===== src/rtl/sysid_probe_pkg.sv =====
// Shared definitions for the sysid probe controller: the FSM state type,
// the two word addresses of the sysid slave and a counter-width helper.
package sysid_probe_pkg;

    typedef enum logic [2:0] {
        IDLE,
        RD_ID,
        WT_ID,
        RD_TS,
        WT_TS,
        CHECK,
        FIN
    } probe_state_e;

    localparam logic ADDR_ID = 1'b0;
    localparam logic ADDR_TS = 1'b1;

    // Bits needed to hold values 0..maxVal, never less than one bit.
    function automatic int unsigned cntWidth(input int unsigned maxVal);
        return (maxVal < 1) ? 1 : $clog2(maxVal + 1);
    endfunction

endpackage


===== src/rtl/sysid_probe_ctrl_if.sv =====
// Avalon-MM read-only master bus between the probe controller and the
// sysid slave.
interface sysid_probe_ctrl_if;

    logic        avm_address;
    logic        avm_read;
    logic        avm_waitrequest;
    logic        avm_readdatavalid;
    logic [31:0] avm_readdata;

    modport master (
        output avm_address,
        output avm_read,
        input  avm_waitrequest,
        input  avm_readdatavalid,
        input  avm_readdata
    );

    modport slave (
        input  avm_address,
        input  avm_read,
        output avm_waitrequest,
        output avm_readdatavalid,
        output avm_readdata
    );

endinterface


===== src/rtl/sysid_probe_timer.sv =====
// Response timeout counter: clear restarts it at zero, enable advances it,
// and expired_o flags that LIMIT cycles have passed. It parks at LIMIT.
module sysid_probe_timer #(
    parameter int unsigned LIMIT = 255,
    parameter int unsigned WIDTH = 8
) (
    input  logic clock,
    input  logic reset_n,
    input  logic clear_i,
    input  logic enable_i,
    output logic expired_o
);

    logic [WIDTH-1:0] count_q;
    logic [WIDTH-1:0] count_d;
    logic             expired;

    assign expired   = (count_q == WIDTH'(LIMIT));
    assign expired_o = expired;

    // Next count: clear wins, otherwise step while enabled and not yet expired.
    always_comb begin
        count_d = count_q;
        if (clear_i) begin
            count_d = '0;
        end else if (enable_i && !expired) begin
            count_d = count_q + WIDTH'(1);
        end
    end

    // Count register, zeroed by reset.
    always_ff @(posedge clock or negedge reset_n) begin
        if (!reset_n) begin
            count_q <= '0;
        end else begin
            count_q <= count_d;
        end
    end

endmodule


===== src/rtl/sysid_probe_ctrl.sv =====
// Sysid probe controller: reads the ID and timestamp words from a sysid
// slave, compares them with the expected values and reports the outcome.
// Unanswered reads are retried a bounded number of times before giving up.
module sysid_probe_ctrl
    import sysid_probe_pkg::*;
#(
    parameter logic [31:0] EXP_ID     = 32'h0000_0000,
    parameter logic [31:0] EXP_TS     = 32'd1477164153,
    parameter int unsigned TIMEOUT    = 255,
    parameter int unsigned MAX_RETRY  = 3,
    parameter bit          AUTO_START = 1'b1
) (
    input  logic               clock,
    input  logic               reset_n,
    input  logic               start,
    sysid_probe_ctrl_if.master avm,
    output logic               busy,
    output logic               done,
    output logic               id_ok,
    output logic               ts_ok,
    output logic               timeout_err,
    output logic [31:0]        id_value,
    output logic [31:0]        ts_value
);

    localparam int unsigned TW = cntWidth(TIMEOUT);
    localparam int unsigned RW = cntWidth(MAX_RETRY);
    localparam logic [RW-1:0] RETRY_LIMIT = RW'(MAX_RETRY);

    probe_state_e  state_q, state_d;
    logic [RW-1:0] retry_q, retry_d;
    logic          autoPending_q;
    logic          done_q, done_d;
    logic          idOk_q, idOk_d;
    logic          tsOk_q, tsOk_d;
    logic          timeoutErr_q, timeoutErr_d;
    logic [31:0]   idValue_q, idValue_d;
    logic [31:0]   tsValue_q, tsValue_d;

    logic timerClear;
    logic timerEnable;
    logic timerExpired;
    logic waitExpired;
    logic avmRead;
    logic avmAddress;
    logic busyComb;

    sysid_probe_timer #(
        .LIMIT (TIMEOUT),
        .WIDTH (TW)
    ) timer (
        .clock     (clock),
        .reset_n   (reset_n),
        .clear_i   (timerClear),
        .enable_i  (timerEnable),
        .expired_o (timerExpired)
    );

    // Sequencer: next state, bus strobes, captures and result flags.
    always_comb begin
        state_d      = state_q;
        retry_d      = retry_q;
        done_d       = done_q;
        idOk_d       = idOk_q;
        tsOk_d       = tsOk_q;
        timeoutErr_d = timeoutErr_q;
        idValue_d    = idValue_q;
        tsValue_d    = tsValue_q;
        timerClear   = 1'b0;
        timerEnable  = 1'b0;
        waitExpired  = 1'b0;
        avmRead      = 1'b0;
        avmAddress   = ADDR_ID;
        busyComb     = 1'b1;

        case (state_q)
            IDLE: begin
                busyComb = 1'b0;
                if (start || autoPending_q) begin
                    done_d       = 1'b0;
                    idOk_d       = 1'b0;
                    tsOk_d       = 1'b0;
                    timeoutErr_d = 1'b0;
                    retry_d      = '0;
                    state_d      = RD_ID;
                end
            end
            RD_ID: begin
                avmRead    = 1'b1;
                avmAddress = ADDR_ID;
                if (!avm.avm_waitrequest) begin
                    timerClear = 1'b1;
                    state_d    = WT_ID;
                end
            end
            WT_ID: begin
                avmAddress = ADDR_ID;
                if (avm.avm_readdatavalid) begin
                    idValue_d = avm.avm_readdata;
                    state_d   = RD_TS;
                end else if (timerExpired) begin
                    waitExpired = 1'b1;
                end else begin
                    timerEnable = 1'b1;
                end
            end
            RD_TS: begin
                avmRead    = 1'b1;
                avmAddress = ADDR_TS;
                if (!avm.avm_waitrequest) begin
                    timerClear = 1'b1;
                    state_d    = WT_TS;
                end
            end
            WT_TS: begin
                avmAddress = ADDR_TS;
                if (avm.avm_readdatavalid) begin
                    tsValue_d = avm.avm_readdata;
                    state_d   = CHECK;
                end else if (timerExpired) begin
                    waitExpired = 1'b1;
                end else begin
                    timerEnable = 1'b1;
                end
            end
            CHECK: begin
                idOk_d  = (idValue_q == EXP_ID);
                tsOk_d  = (tsValue_q == EXP_TS);
                done_d  = 1'b1;
                state_d = FIN;
            end
            FIN: begin
                busyComb = 1'b0;
                state_d  = IDLE;
            end
            default: begin
                busyComb = 1'b0;
                state_d  = IDLE;
            end
        endcase

        // A silent slave restarts the whole sequence until retries run out.
        if (waitExpired) begin
            if (retry_q < RETRY_LIMIT) begin
                retry_d = retry_q + RW'(1);
                state_d = RD_ID;
            end else begin
                timeoutErr_d = 1'b1;
                idOk_d       = 1'b0;
                tsOk_d       = 1'b0;
                done_d       = 1'b1;
                state_d      = FIN;
            end
        end
    end

    // State and result registers; the auto-start request lives for one cycle.
    always_ff @(posedge clock or negedge reset_n) begin
        if (!reset_n) begin
            state_q       <= IDLE;
            retry_q       <= '0;
            autoPending_q <= AUTO_START;
            done_q        <= 1'b0;
            idOk_q        <= 1'b0;
            tsOk_q        <= 1'b0;
            timeoutErr_q  <= 1'b0;
            idValue_q     <= '0;
            tsValue_q     <= '0;
        end else begin
            state_q       <= state_d;
            retry_q       <= retry_d;
            autoPending_q <= 1'b0;
            done_q        <= done_d;
            idOk_q        <= idOk_d;
            tsOk_q        <= tsOk_d;
            timeoutErr_q  <= timeoutErr_d;
            idValue_q     <= idValue_d;
            tsValue_q     <= tsValue_d;
        end
    end

    assign avm.avm_read    = avmRead;
    assign avm.avm_address = avmAddress;
    assign busy            = busyComb;
    assign done            = done_q;
    assign id_ok           = idOk_q;
    assign ts_ok           = tsOk_q;
    assign timeout_err     = timeoutErr_q;
    assign id_value        = idValue_q;
    assign ts_value        = tsValue_q;

endmodule


===== src/flat_wrapper.sv =====
// flat-port wrapper written by rule: the top's interface ports become plain ports
module sysid_probe_ctrl_flat import sysid_probe_pkg::*;
#(
    parameter logic [31:0] EXP_ID     = 32'h0000_0000,
    parameter logic [31:0] EXP_TS     = 32'd1477164153,
    parameter int unsigned TIMEOUT    = 255,
    parameter int unsigned MAX_RETRY  = 3,
    parameter bit          AUTO_START = 1'b1
)
  (clock, reset_n, start, busy, done, id_ok, ts_ok, timeout_err, id_value, ts_value, avm_avm_address, avm_avm_read, avm_avm_waitrequest, avm_avm_readdatavalid, avm_avm_readdata);
  sysid_probe_ctrl_if avm_i ();
  input  logic clock;
  input  logic reset_n;
  input  logic start;
  output logic busy;
  output logic done;
  output logic id_ok;
  output logic ts_ok;
  output logic timeout_err;
  output logic [31:0] id_value;
  output logic [31:0] ts_value;
  output wire logic [$bits(avm_i.avm_address)-1:0] avm_avm_address;
  output wire logic [$bits(avm_i.avm_read)-1:0] avm_avm_read;
  input wire logic [$bits(avm_i.avm_waitrequest)-1:0] avm_avm_waitrequest;
  input wire logic [$bits(avm_i.avm_readdatavalid)-1:0] avm_avm_readdatavalid;
  input wire logic [$bits(avm_i.avm_readdata)-1:0] avm_avm_readdata;
  assign avm_avm_address = avm_i.avm_address;
  assign avm_avm_read = avm_i.avm_read;
  assign avm_i.avm_waitrequest = avm_avm_waitrequest;
  assign avm_i.avm_readdatavalid = avm_avm_readdatavalid;
  assign avm_i.avm_readdata = avm_avm_readdata;
  sysid_probe_ctrl #(.EXP_ID(EXP_ID), .EXP_TS(EXP_TS), .TIMEOUT(TIMEOUT), .MAX_RETRY(MAX_RETRY), .AUTO_START(AUTO_START)) u_core (.clock(clock), .reset_n(reset_n), .start(start), .avm(avm_i), .busy(busy), .done(done), .id_ok(id_ok), .ts_ok(ts_ok), .timeout_err(timeout_err), .id_value(id_value), .ts_value(ts_value));
endmodule

===== config.mk =====
export PLATFORM = sky130hd
export DESIGN_NAME = sysid_probe_ctrl_flat
export DESIGN_NICKNAME = d
export VERILOG_FILES = /design/src/rtl/sysid_probe_pkg.sv /design/src/rtl/sysid_probe_ctrl_if.sv /design/src/rtl/sysid_probe_timer.sv /design/src/rtl/sysid_probe_ctrl.sv /design/src/flat_wrapper.sv
export SDC_FILE = /design/constraint.sdc
export NUM_CORES = 1
export LEC_CHECK = 0
export ABC_CLOCK_PERIOD_IN_PS = 3400
export CAP_MARGIN = 10
export CORE_MARGIN = 8
export CORE_UTILIZATION = 50
export DETAILED_ROUTE_END_ITERATION = 10
export PLACE_DENSITY_LB_ADDON = 0.08
export SLEW_MARGIN = 20
export SYNTH_ARGS = -nofsm -noshare
export SYNTH_HDL_FRONTEND = slang
export SYNTH_SLANG_ARGS = --single-unit

===== constraint.sdc =====
create_clock -name clock -period 3.4 [get_ports clock]
set_input_delay 0.85 -clock clock [delete_from_list [all_inputs] [get_ports clock]]
set_output_delay 0.85 -clock clock [all_outputs]
set_load 0.01 [all_outputs]

# Yosys cells after proc, flatten, opt, wreduce, memory -nomap -nowiden
# Index checks and enable logic that the tools add are counted.
[totals]
word_cells = 79
output_inout_bits = 71
ff_bits = 82
inputBits = 37
[op_classes]
reduce_logical = 13
eq_ne = 12
addsub = 2
order_cmp = 1
mux = 41
[ops]
columns = ["op", "count"]
rows = [
  ["== test 32 x 31 -> 1 bit (second input constant)", 1],
  ["logical NOT 32 bit", 1],
  ["two-way mux 1 bit", 24],
  ["two-way mux 3 bit", 7],
  ["one-hot mux 3 bit (6 select lines)", 1],
  ["two-way mux 8 bit", 2],
  ["inequality test 3 x 2 -> 1 bit (second input constant)", 4],
  ["adder 8 x 1 -> 8 bit (second input constant)", 1],
  ["== test 8 bit (second input constant)", 1],
  ["two-way mux 2 bit", 4],
  ["== test 3 x 2 -> 1 bit (second input constant)", 2],
  ["== test 3 bit (second input constant)", 2],
  ["one-hot mux 1 bit (2 select lines)", 3],
  ["OR reduction 2 bit", 3],
  ["AND reduction 5 bit", 1],
  ["OR reduction 5 bit", 1],
  ["AND reduction 2 bit", 2],
  ["== test 3 x 1 -> 1 bit (second input constant)", 1],
  ["logical NOT 3 bit", 1],
  ["inequality test 3 x 1 -> 1 bit (second input constant)", 1],
  ["adder 2 x 1 -> 2 bit (second input constant)", 1],
  ["< comparator 2 bit (second input constant)", 1],
  ["nonzero test 2 bit", 1],
  ["logical AND 1 bit", 1],
  ["other kinds (2)", 2],
]

# Logic depth before layout (Yosys ltp)
# Gate-level depths: netlist of the first run.
[logic_depth]
word_depth = 7
ltp_mapped = 6
ltp_nobuf = 5

# By module
# Synthesis of the first run repeated with hierarchy kept, for this count alone.
[hier_totals]
cells_unflattened = 269
area_unflattened_um2 = 3608.5
[modules_own_cells]
columns = ["module", "n_inst", "cells_each", "area_per_inst_um2"]
rows = [
  ["sysid_probe_ctrl", 1, 222, 3139.3],
  ["sysid_probe_timer", 1, 47, 469.2],
]

# Least setup slack after synthesis of the first run
# No wires, ideal clock.
[synth_timing]
path_kind = "register to output"
start = "register u_core.state_q[0]"
end = "output port avm_avm_address"
stages_incl_launch_ff = 5
path_buffers = 1
required_ns = 2.550
t_arrival_ns = 1.141
setup_slack_ns = 1.409
path_cell_list = "dfrtp_1 -> buf_4 -> nor2b_1 -> nand2_1 -> o21ai_0"
[synth_between]
elab_chain_cells = 3
[synth_lines]
columns = ["element", "line_no", "text"]
rows = [
  ["start: declaration", "sysid_probe_ctrl.sv:30", "probe_state_e state_q, state_d;"],
  ["start signal: assignment", "sysid_probe_ctrl.sv:170", "state_q <= state_d;"],
  ["== test 3 x 2 -> 1 bit / == test 3 bit (equally long branches)", "sysid_probe_ctrl.sv:76", "case (state_q)"],
  ["OR reduction 2 bit (no source line) (*)", "n/a", ""],
  ["two-way mux 1 bit (*)", "sysid_probe_ctrl.sv:76", ""],
  ["end: declaration", "flat_wrapper.sv:22", "output wire logic [$bits(avm_i.avm_address)-1:0] avm_avm_address;"],
]
# Every way passes the cells marked *; elsewhere a longest branch is shown, timed or not.

# Final worst setup path of the first run
# Same ends and word-level chain as after synthesis.

==> impl_metrics.json, run 1 <==
{
  "vdd_drop_max_mv": 0.502,
  "slowest_stage": "dfrtp_1",
  "slew_violations": 0,
  "antenna_cells": 0,
  "required_ps": 2550,
  "wl_um": 8820,
  "wl_per_cell_um": 18.8,
  "htree_levels": 3,
  "max_cap_viol_count": 0,
  "layout_common_cells": "clkdlybuf4s50_1, dfrtp_1, mux2_2",
  "area_growth_pct": 37.1,
  "cts_tree": "done",
  "hold_class": "reg2reg",
  "period_minus_slack_ps": 3080,
  "ys_seq_area_share_pct": 57.9,
  "yosys_warnings": 0,
  "powerDensity_mw_per_mm2": 897,
  "timing.hold.ws_ps": 490,
  "syn_inst": 257,
  "via_per_inst": 5.39,
  "syn_area_per_cell_sq_um": 13.8,
  "synth_top_cell_by_area": "dfrtp_1",
  "finalHoldViolCount": 0,
  "yosysUniqueCellTypes": 44,
  "first_pass_iters": 4,
  "clock_latency_ps": 340,
  "synth_fa_ha_area_share_pct": 0.706,
  "cts_resized": 0,
  "worstPathCellList": "nor2b_1 -> nand2_1 -> o21ai_0 -> clkdlybuf4s50_1",
  "synth_compound_area_share_pct": 4.30,
  "grt_util_all_layers_pct": 18.1,
  "timing_worst_slew_pin_value_ps": 861,
  "holdBufCountCts": 0,
  "cts_made_buffers": 9,
  "start_util_pct": 51.9,
  "synth_xor_area_share_pct": 0.494,
  "fin_crit_sh_pct": 90.7,
  "synth_top_family_by_area": "multiplexers",
  "die_area_sq_mm": 0.0100,
  "grt_max_degree": 83,
  "final_common_cell": "clkdlybuf4s50_1",
  "grt_setup_unrepaired": "no",
  "grt_antenna_before_repair": 0,
  "synth_top_area_share_pct": 57.2,
  "cts_root_buffer": "clkbuf_8",
  "synth_nets": 296,
  "clockBufferDepth": 2,
  "drt_iter0_markers": 73,
  "leakage_nw": 2.00,
  "synth-simple-area-share_pct": 12.9,
  "fmax_mhz": 324,
  "port_buffers": 107,
  "post_cts_buffers": 0,
  "grt_pass1_vias": 2704,
  "die_width_um": 100,
  "cp_max_fo": 13,
  "fill_cells": 522,
  "path_clk_slew_ps": 70,
  "ys_ff_latch": 82,
  "finalSetupTns_ps": 0,
  "critPathKind": "reg2out",
  "drc": 0,
  "end_kind": "output port",
  "cpPeakStageDelay_ps": 670,
  "fin_nets": 406,
  "status": "finished clean",
  "clkSinkCount": 82,
  "grt_overflow": 0,
  "ant_nets": 0,
  "setup_viol": 0,
  "drive_gt1_share_pct": 23.7,
  "routabilityCongestion": 0.795,
  "worst_setup_path_start_kind": "flop",
  "grt_pass1_wl_um": 14000,
  "synthTopCellsByArea": "dfrtp_1, mux2_2, buf_4, nor4_1, mux2i_1",
  "critPathArrivalTime_ps": 2230,
  "utilization_pct": 71.2,
  "synth_area_sq_mm": 0.00355,
  "row_count": 30,
  "dpl.hpwl_um": 6320,
  "max_slew_margin_pct": 42.3,
  "vias": 2523,
  "fin_worst_skew_ps": 12.1,
  "synth.mux.area_fraction_pct": 21.5,
  "core-area_sq_mm": 0.00683,
  "r2r_slack_ps": 1140,
  "die_h_um": 100,
  "pin_count": 108
}
## state kept, by name (all words and copies together) (netlist names)
register and cells:
u_core.state_q 3, u_core.timer.count_q 8, u_core.ts_value 32, u_core.id_ok 1
u_core.autoPending_q 1, u_core.ts_ok 1, u_core.timeout_err 1, u_core.id_value 32
u_core.done 1, u_core.retry_q 2
## worst paths after layout
check,start,endpoint,depth (start not counted)
worst min register to register,u_core.timeout_err,u_core.timeout_err,2
min in group asynchronous,reset_n,u_core.ts_value[9],1
worst max-delay path,u_core.state_q[0],avm_avm_address,4
worst min-delay path,u_core.timeout_err,u_core.timeout_err,2
worst max register to register,u_core.timer.count_q[0],u_core.state_q[2],5
max in group asynchronous,reset_n,u_core.state_q[1],1
## through the flow
step	power (mW)	std cells	cell area [sq um]	setup slack [ps]
after CTS	4.42	468	4860	330
after detailed placement	3.78	452	4690	716
after floorplan	2.65	257	3550	1410
after global routing	4.61	468	4860	137
final	4.36	468	4860	316
after global placement	3.72	452	4690	734
## cell type report
type,instances,area (sq um),share of cell area (%)
clock buffer,11,141,2.91
clock inverter,5,30.0,0.618
inverter,1,3.75,0.0772
multi-input combinational,164,1430,29.3
sequential,82,2050,42.2
tap,96,120,2.47
timing repair buffer,109,1090,22.4
## cells by family (layout without fill, tap and decap cells)
logic type	Yosys count	after routing
muxes	68	68
AOI/OAI and AO/OA	24	24
DFF	82	82
adders and majority gates	2	2
buffers and inverters	11	126
xor gates and xnor gates	2	2
and+or+nand+nor	67	67
other	1	1
## synthesized netlist by cell type (all sizes together)
cell,n
mux2,64
inv,1
nor2b,4
dfrtp,81
and4b,1
nor2,6
nor4b,3
a21oi,6
nor4bb,3
o211ai,3
and4,1
o22ai,2
or4,2
and2b,1
nor3,2
nand4,7
or3,2
o21ai,5
nor3b,1
nor4,9
mux2i,4
nand2,11
nand3b,3
buf,10
nand3,7
o31ai,3
nand2b,3
xor2,2
conb,1
o21a,1
ha,2
or2,1
a21boi,3
dfstp,1
a32o,1
## critical path, delay by kind of cell, from the launching register on
kind / cells / cell delay (ps)
AOI/OAI and AO/OA: 1 / 110
buffers and inverters: 1 / 570
DFF: 1 / 670
and+or+nand+nor: 2 / 550
## where the power goes
group          internal (mW)  total, mW  switching (mW)  leakage, nW
Sequential              1.40       1.81           0.410         1.00
Combinational           1.20       1.93           0.729        0.912
Clock                  0.282      0.620           0.339       0.0851
Total                   2.88       4.36            1.48         2.00
## per-layer routing
layer,part of all wire [%],track usage [%],vias to the layer above
met5,0,0,-
li1,-,-,1179
met2,48,29.4,75
met3,7.2,6.57,16
met1,42,20.6,1253
met4,2.3,8.72,0
Power figures use the tool's default switching activity.
==> run 2, diff against run 1 <==
--- a/config.mk
+++ b/config.mk
@@ -8,7 +8,7 @@
 export ABC_CLOCK_PERIOD_IN_PS = 3400
 export CAP_MARGIN = 10
 export CORE_MARGIN = 8
-export CORE_UTILIZATION = 50
+export CORE_UTILIZATION = 45
 export DETAILED_ROUTE_END_ITERATION = 10
 export PLACE_DENSITY_LB_ADDON = 0.08
 export SLEW_MARGIN = 20
==> run 2 against run 1 <==
Net effect:
- worst hold slack worse by 6.6 ps
- maximum frequency up 1.3%
- combinational power about the same
- worst setup slack better by 41 ps
- clock power up 30%
- critical endpoint unchanged
- largest cell class unchanged
==> impl_metrics.json, run 2 (synthesis results as in run 1) <==
{
  "grt_overflow": 0,
  "port_buffers": 107,
  "powerDensity_mw_per_mm2": 921,
  "path_clk_slew_ps": 70,
  "hold_class": "reg2reg",
  "fin_ws_ps": 357,
  "drive_gt1_share_pct": 23.4,
  "area_growth_pct": 39.0,
  "critPathArrivalTime_ps": 2190,
  "timing_worst_slew_pin_value_ps": 872,
  "utilization_pct": 64.1,
  "slew_violations": 0,
  "die_width_um": 105,
  "switchingPower_mw": 1.46,
  "cts_resized": 0,
  "drt_iter0_markers": 62,
  "critPathKind": "reg2out",
  "r2r_slack_ps": 1120,
  "holdBufCountCts": 0,
  "vias": 2493,
  "cp_max_fo": 13,
  "status": "finished clean",
  "setup_viol": 0,
  "hp-start": "u_core.timeout_err",
  "internal-power_mw": 3.08,
  "startpoint": "u_core.state_q[0]",
  "post_cts_buffers": 0,
  "layout_common_cells": "clkdlybuf4s50_1, dfrtp_1, mux2_2",
  "grt_max_degree": 83,
  "wl_per_cell_um": 18.5,
  "core-area_sq_mm": 0.00769,
  "place_ws_ps": 742,
  "fin_worst_skew_ps": 14.9,
  "vdd_drop_max_mv": 0.587,
  "htree_levels": 3,
  "power_frac_clock_pct": 17.7,
  "worst_setup_path_start_kind": "flop",
  "end_kind": "output port",
  "via_per_inst": 5.26,
  "seq_power_share_pct": 39.9,
  "die_area_sq_mm": 0.0110,
  "grt_antenna_before_repair": 0,
  "start_util_pct": 46.1,
  "fmax_mhz": 329,
  "max_cap_viol_count": 0,
  "final_common_cell": "clkdlybuf4s50_1",
  "clock_latency_ps": 340,
  "clockBufferDepth": 2,
  "place_area_sq_mm": 0.00469,
  "grt_util_all_layers_pct": 16.1,
  "dpl.hpwl_um": 6270,
  "grt_pass1_wl_um": 14200,
  "cts_root_buffer": "clkbuf_8",
  "finalHoldViolCount": 0,
  "timing.hold.ws_ps": 483,
  "routabilityCongestion": 0.777,
  "cts_made_buffers": 9,
  "max_slew_margin_pct": 41.6,
  "finalSetupTns_ps": 0,
  "grt_pass1_vias": 2707,
  "power_frac_comb_pct": 42.4,
  "period_minus_slack_ps": 3040,
  "required_ps": 2550,
  "ant_nets": 0,
  "clkSinkCount": 82,
  "pin_count": 108,
  "switching_share_pct": 32.2,
  "fin_crit_sh_pct": 89.5,
  "r2r-start": "u_core.timer.count_q[0]",
  "seq_area_sq_mm": 0.00205,
  "leakage_nw": 2.03,
  "fin_nets": 406,
  "multiInputGateArea_sq_mm": 0.00143,
  "first_pass_iters": 4,
  "die_h_um": 105,
  "wl_um": 8790,
  "cts_tree": "done",
  "row_count": 32,
  "drc": 0,
  "stdcell_area_sq_mm": 0.00493,
  "grt_setup_unrepaired": "no",
  "fill_cells": 630,
  "antenna_cells": 0
}
[run 2: final timing paths]
check / to / cells past startpoint
worst min register to register: u_core.timeout_err / 2
max in group asynchronous: u_core.ts_value[31] / 1
min in group asynchronous: u_core.id_value[9] / 1
worst max-delay path: avm_avm_address / 4
worst min-delay path: u_core.timeout_err / 2
worst max register to register: u_core.state_q[1] / 5
[run 2: power groups by stage]
stage,combinational [mW],clock [mW],sequential (mW)
after global routing,2.06,0.866,1.88
final,1.92,0.803,1.81
after detailed placement,1.95,0,1.82
after floorplan,0.762,0,1.88
after CTS,1.96,0.823,1.81
after global placement,1.93,0,1.81
[run 2: area by class of cell]
cell class | count | share of cell area (%)
multi-input cells | 164 | 28.9
inverters | 1 | 0.0761
clock buffers | 14 | 3.50
clock inverters | 2 | 1.22
flip-flops and latches | 82 | 41.6
repair buffers | 109 | 22.1
well taps | 102 | 2.59
[run 2: metrics by stage]
stage,instances,power (mW)
finish,474,4.54
global placement,458,3.74
detailed placement,458,3.77
CTS,474,4.59
floorplan,257,2.65
global route,474,4.81
[run 2: critical path: stages, from the launching register on]
cell and delay, ps:
dfrtp_1 680, nor2b_1 400, nand2_1 120, o21ai_0 100
clkdlybuf4s50_1 560
[run 2: per-layer routing]
layer	vias up	track usage, %	wire [um]
li1	1167	-	-
met1	1245	19.8	3970
met2	71	25.5	4050
met3	10	5.65	647
met4	0	6.12	117
met5	-	0	0
